`src/rtl/walk_request_bank.sv`:
```
// Multi-channel walk request bank: it synchronises and debounces the buttons, latches sticky requests, and offers them through a round-robin valid/ack handshake.
// Optional served-request counter is enabled by defining WALK_REQ_COUNT_EN; otherwise req_count is tied to 0.
module walk_request_bank #(
  parameter  int N_CH            = 4,
  parameter  int SYNC_STAGES     = 2,
  parameter  int DEBOUNCE_CYCLES = 16,
  parameter  int CNT_W           = 8,
  localparam int CH_W            = (N_CH > 1) ? $clog2(N_CH) : 1
) (
  input  logic             clk,
  input  logic             rst_n,
  input  logic [N_CH-1:0]  wr_btn,
  input  logic [N_CH-1:0]  wr_reset,
  output logic [N_CH-1:0]  wr,
  output logic             req_valid,
  output logic [CH_W-1:0]  req_ch,
  input  logic             req_ack,
  output logic [CNT_W-1:0] req_count
);

  localparam int              DB_W     = $clog2(DEBOUNCE_CYCLES + 1);
  localparam logic [DB_W-1:0] DB_LAST  = DB_W'(DEBOUNCE_CYCLES - 1);
  localparam logic [CH_W-1:0] LAST_CH  = CH_W'(N_CH - 1);
  localparam logic [CH_W:0]   N_CH_EXT = (CH_W + 1)'(N_CH);

  typedef enum logic {IDLE, OFFER} state_t;

  logic [N_CH-1:0] sync_q [SYNC_STAGES];
  logic [N_CH-1:0] synced;
  logic [DB_W-1:0] db_cnt_q [N_CH];
  logic [N_CH-1:0] stable_q;
  logic [N_CH-1:0] stable_d_q;
  logic [N_CH-1:0] press;

  logic [N_CH-1:0] wr_q;
  logic [N_CH-1:0] wr_d;
  logic [N_CH-1:0] grant_mask;
  logic            grant;

  state_t          state_q, state_d;
  logic            req_valid_q, req_valid_d;
  logic [CH_W-1:0] req_ch_q, req_ch_d;
  logic [CH_W-1:0] ptr_q, ptr_d;
  logic            pick_found;
  logic [CH_W-1:0] pick_ch;
  logic [CH_W:0]   cand;

  // NOTE: sequential state uses non-blocking (<=) so every flop samples pre-edge values.
  // NOTE: synchroniser and debounce arrays are plain flops, so they are reset with everything else.
  always_ff @(posedge clk or negedge rst_n) begin
    if (!rst_n) begin
      for (int s = 0; s < SYNC_STAGES; s++) sync_q[s] <= '0;
    end else begin
      sync_q[0] <= wr_btn;
      for (int s = 1; s < SYNC_STAGES; s++) sync_q[s] <= sync_q[s-1];
    end
  end

  assign synced = sync_q[SYNC_STAGES-1];

  // The stable level flips on the cycle the count of differing samples reaches DEBOUNCE_CYCLES.
  always_ff @(posedge clk or negedge rst_n) begin
    if (!rst_n) begin
      for (int i = 0; i < N_CH; i++) db_cnt_q[i] <= '0;
      stable_q   <= '0;
      stable_d_q <= '0;
    end else begin
      for (int i = 0; i < N_CH; i++) begin
        if (synced[i] == stable_q[i]) begin
          db_cnt_q[i] <= '0;
        end else if (db_cnt_q[i] == DB_LAST) begin
          stable_q[i] <= synced[i];
          db_cnt_q[i] <= '0;
        end else begin
          db_cnt_q[i] <= db_cnt_q[i] + 1'b1;
        end
      end
      stable_d_q <= stable_q;
    end
  end

  assign press = stable_q & ~stable_d_q;

  assign grant = (state_q == OFFER) & req_valid_q & req_ack;

  // NOTE: every always_comb output gets a default first so no path can infer a latch.
  always_comb begin
    grant_mask = '0;
    if (grant) grant_mask[req_ch_q] = 1'b1;
  end

  // A press in the same cycle as a clear wins, so a new request is never dropped.
  assign wr_d = (wr_q & ~(wr_reset | grant_mask)) | press;

  always_ff @(posedge clk or negedge rst_n) begin
    if (!rst_n) wr_q <= '0;
    else        wr_q <= wr_d;
  end

  // Round-robin search: the lowest offset from ptr with a pending bit wins.
  always_comb begin
    pick_found = 1'b0;
    pick_ch    = '0;
    cand       = '0;
    for (int k = N_CH - 1; k >= 0; k--) begin
      cand = {1'b0, ptr_q} + (CH_W + 1)'(k);
      if (cand >= N_CH_EXT) cand = cand - N_CH_EXT;
      if (wr_q[cand[CH_W-1:0]]) begin
        pick_found = 1'b1;
        pick_ch    = cand[CH_W-1:0];
      end
    end
  end

  always_comb begin
    state_d     = state_q;
    req_valid_d = 1'b0;
    req_ch_d    = req_ch_q;
    ptr_d       = ptr_q;
    case (state_q)
      IDLE: begin
        if (pick_found) begin
          state_d     = OFFER;
          req_valid_d = 1'b1;
          req_ch_d    = pick_ch;
        end
      end
      OFFER: begin
        if (grant) begin
          state_d = IDLE;
          ptr_d   = (req_ch_q == LAST_CH) ? '0 : req_ch_q + 1'b1;
        end else if (!wr_d[req_ch_q]) begin
          state_d = IDLE;
        end else begin
          req_valid_d = 1'b1;
        end
      end
      default: state_d = IDLE;
    endcase
  end

  always_ff @(posedge clk or negedge rst_n) begin
    if (!rst_n) begin
      state_q     <= IDLE;
      req_valid_q <= 1'b0;
      req_ch_q    <= '0;
      ptr_q       <= '0;
    end else begin
      state_q     <= state_d;
      req_valid_q <= req_valid_d;
      req_ch_q    <= req_ch_d;
      ptr_q       <= ptr_d;
    end
  end

  assign wr        = wr_q;
  assign req_valid = req_valid_q;
  assign req_ch    = req_ch_q;

`ifdef WALK_REQ_COUNT_EN
  logic [CNT_W-1:0] count_q;

  // Saturates at all-ones; only rst_n clears it.
  always_ff @(posedge clk or negedge rst_n) begin
    if (!rst_n)                       count_q <= '0;
    else if (grant && count_q != '1)  count_q <= count_q + 1'b1;
  end

  assign req_count = count_q;
`else
  assign req_count = '0;
`endif

endmodule
```
`config.mk`:
```
export PLATFORM = sky130hd
export DESIGN_NAME = walk_request_bank
export DESIGN_NICKNAME = d
export VERILOG_FILES = /design/src/rtl/walk_request_bank.sv
export SDC_FILE = /design/constraint.sdc
export NUM_CORES = 1
export LEC_CHECK = 0
export CAP_MARGIN = 20
export CORE_UTILIZATION = 33
export CTS_BUF_LIST = sky130_fd_sc_hd__clkbuf_4
export DETAILED_ROUTE_END_ITERATION = 12
export DONT_BUFFER_PORTS = 1
export PLACE_DENSITY = 0.47
export SKIP_LAST_GASP = 1
export SLEW_MARGIN = 30
export SYNTH_ARGS = -nofsm -noshare
export SYNTH_HDL_FRONTEND = slang
export SYNTH_SLANG_ARGS = --single-unit
export TNS_END_PERCENT = 20
```
`constraint.sdc`:
```
create_clock -name clk -period 4.15 [get_ports clk]
set_input_delay 1.245 -clock clk [delete_from_list [all_inputs] [get_ports clk]]
set_output_delay 1.245 -clock clk [all_outputs]
set_load 0.01 [all_outputs]
```
==> impl_metrics.yaml <==
outcome:
  run_status: "completed"
synthesis:
  ys_ff_latch: 45
  syn_avg_cell_area_um2: 11.91
  synth_top_area_frac: 0.5909
  synth.top_cells.by_area: "dfrtp_1, xor2_1, ha_1"
  synth_top_area_cell: "dfrtp_1"
  netlist-cell-type-count: 31
  syn_area_um2: 1906
  yosys_warnings: 0
  netlist_instances: 160
  ys_seq_area_frac: 0.5909
critical_path:
  r2r-start: "req_ch[0]$_DFFE_PN0P_"
  setup.worst_path.class: "flip-flop to primary output"
  reg2reg_depth: 6
  crit_arrival_ns: 0.97
  crit_path_start_kind: "flip-flop"
  crit_path_max_fanout: 8
  end_kind: "primary output"
  reg2reg_to: "req_valid$_DFF_PN0_"
  cp.required_ns: 2.90
  regToRegSetupSlack_ns: 2.41
  path_depth: 0
layout:
  num_antenna_cells: 0
  mostFrequentLayoutCell: "dfrtp_1"
  mostFrequentLayoutCells: "dfrtp_1, nor2_1, xor2_1, nand3_1"
  final_cells: 238
  syn_to_final_growth_pct: 6.697
  layout.nets: 184
  final_layout_size_suffix_gt1_frac: 0.08434
grt:
  grt_pass1_wl_um: 5416
  grt_pass1_vias: 1156
  grt_usage: 0.1183
  antenna_found_initial: 0
  grt_max_degree: 46
  overflow: 0
clock_tree:
  postCtsHoldBufs: 0
  clk_path_buf_depth: 2
  htreeDepth: 2
  cts_inserted_buffers: 5
  clk_pin_slew_worst_paths_ns: 0.14
  cts_tree: "yes"
  ctsResizeCount: 0
  cts_num_sinks: 45
  insertion_delay_ns: 0.36
  cts_setup_buffers: 0
  cts-root-buf: "clkbuf_4"
route:
  dr.pass1.iters: 4
  via_count: 1130
  wl_per_cell_um: 12.75
  ant_nets: 0
  routed_wl_um: 3035
  drc_errors: 0
  routed_via_density: 4.748
  drtIter0Drc: 75
power:
  leakagePower_nw: 0.9992
  power_density_nw_per_um2: 396.6
  peakVddDrop_mv: 0.1875
sta:
  finalCriticalPeriod_ns: 2.214
  fin_crit_sh: 0.5336
  drv_slew: 0
  finClkSkew_ns: 0.02200
  setup_tns_ns: 0
  max_freq_ghz: 0.4516
  rsz0062_at_grt: "no"
  hold_viol: 0
  setup_viol: 0
placement:
  post-place-cells: 230
  io_buffer_count: 0
  gp_congestion: 0.7494
  hpwlAfterDp_um: 2144
floorplanning:
  core_region_area_um2: 5540
  dieArea_um2: 6082
  rows: 27
  die_height_um: 77.99
  ioPinCount: 26
  start_util: 0.3439
  die_w_um: 77.99
job:
  drv_cap: 0
worst_hold_path:
  hold_start: "sync_q[7]$_DFF_PN0_"
  hold_end: "synced[3]$_DFF_PN0_"
  hold_depth: 0
  min_path_type: "flip-flop to flip-flop"
[worst max path at each step]
stage                                from                   to  slack, ns
floorplan                         req_ack  req_valid$_DFF_PN0_       2.14
global placement                  req_ack  req_valid$_DFF_PN0_       2.10
detailed placement                req_ack  req_valid$_DFF_PN0_       2.07
CTS                 req_ch[0]$_DFFE_PN0P_            req_ch[0]       1.91
global route        req_ch[0]$_DFFE_PN0P_            req_ch[0]       1.87
finish              req_ch[0]$_DFFE_PN0P_            req_ch[0]       1.94
[power breakdown]
group          internal, mW  switching (mW)
Sequential            0.460          0.0263
Combinational        0.0260          0.0273
Clock                 0.125           0.142
Total                 0.611           0.195
[state kept, by name, summed over array words and instances (netlist names)]
| name | count |
|---|---|
| stable_q | 4 |
| synced | 4 |
| sync_q | 4 |
| wr | 4 |
| ptr_q | 2 |
| db_cnt_q | 20 |
| req_valid | 1 |
| stable_d_q | 4 |
| req_ch | 2 |
[cells by family after synthesis]
kind of cell | Yosys count | share of synthesized area
and+or+nand+nor | 54 | 0.1484
DFF | 45 | 0.5909
AOI/OAI and AO/OA | 19 | 0.06961
buffers and inverters | 15 | 0.04727
xor gates and xnor gates | 12 | 0.05515
adders and majority gates | 8 | 0.05253
muxes | 6 | 0.03414
other | 1 | 0.001968
[metrics by stage]
step	cell area [um2]	utilization	power [mW]	hold slack [ns]	setup WS [ns]
6_report	2033	0.3670	0.8064	0.3603	1.936
3_3_place_gp	1954	0.3528	0.5468	0.3396	2.095
5_1_grt	2033	0.3670	0.8551	0.3733	1.867
4_1_cts	2033	0.3670	0.8198	0.3641	1.910
2_1_floorplan	1932	-	0.5389	0.3312	2.140
3_5_place_dp	1954	0.3528	0.5491	0.3355	2.068
[routing by layer]
layer | share of wire | vias up | GRT usage
li1 | - | 543 | -
met1 | 0.45 | 554 | 0.1386
met2 | 0.48 | 29 | 0.1876
met3 | 0.063 | 4 | 0.05176
met4 | 0.011 | 0 | 0.05185
met5 | 0 | - | 0
[synthesized netlist by cell type, drive strengths merged]
cell type	instances
and3	4
inv	6
a221o	1
nor3b	3
a221oi	1
a21oi	1
xor2	12
dfrtp	45
conb	1
o21ai	8
o21a	1
and2	6
nand2	5
or3	1
a211oi	1
mux2	4
a31oi	1
nand3b	3
buf	9
o211ai	1
nor2b	1
a32oi	1
a22o	1
nor2	16
mux2i	2
nand2b	3
nand3	12
o31ai	1
a22oi	1
ha	8
[cell type report]
cell class	instances	area [um2]
Clock inverter	3	41.29
Multi-Input combinational cell	107	715.7
Inverter	6	22.52
Tap cell	72	90.09
Clock buffer	5	37.54
Fill cell	551	3507
Sequential cell	45	1126
(Power assumes the default switching activity.)
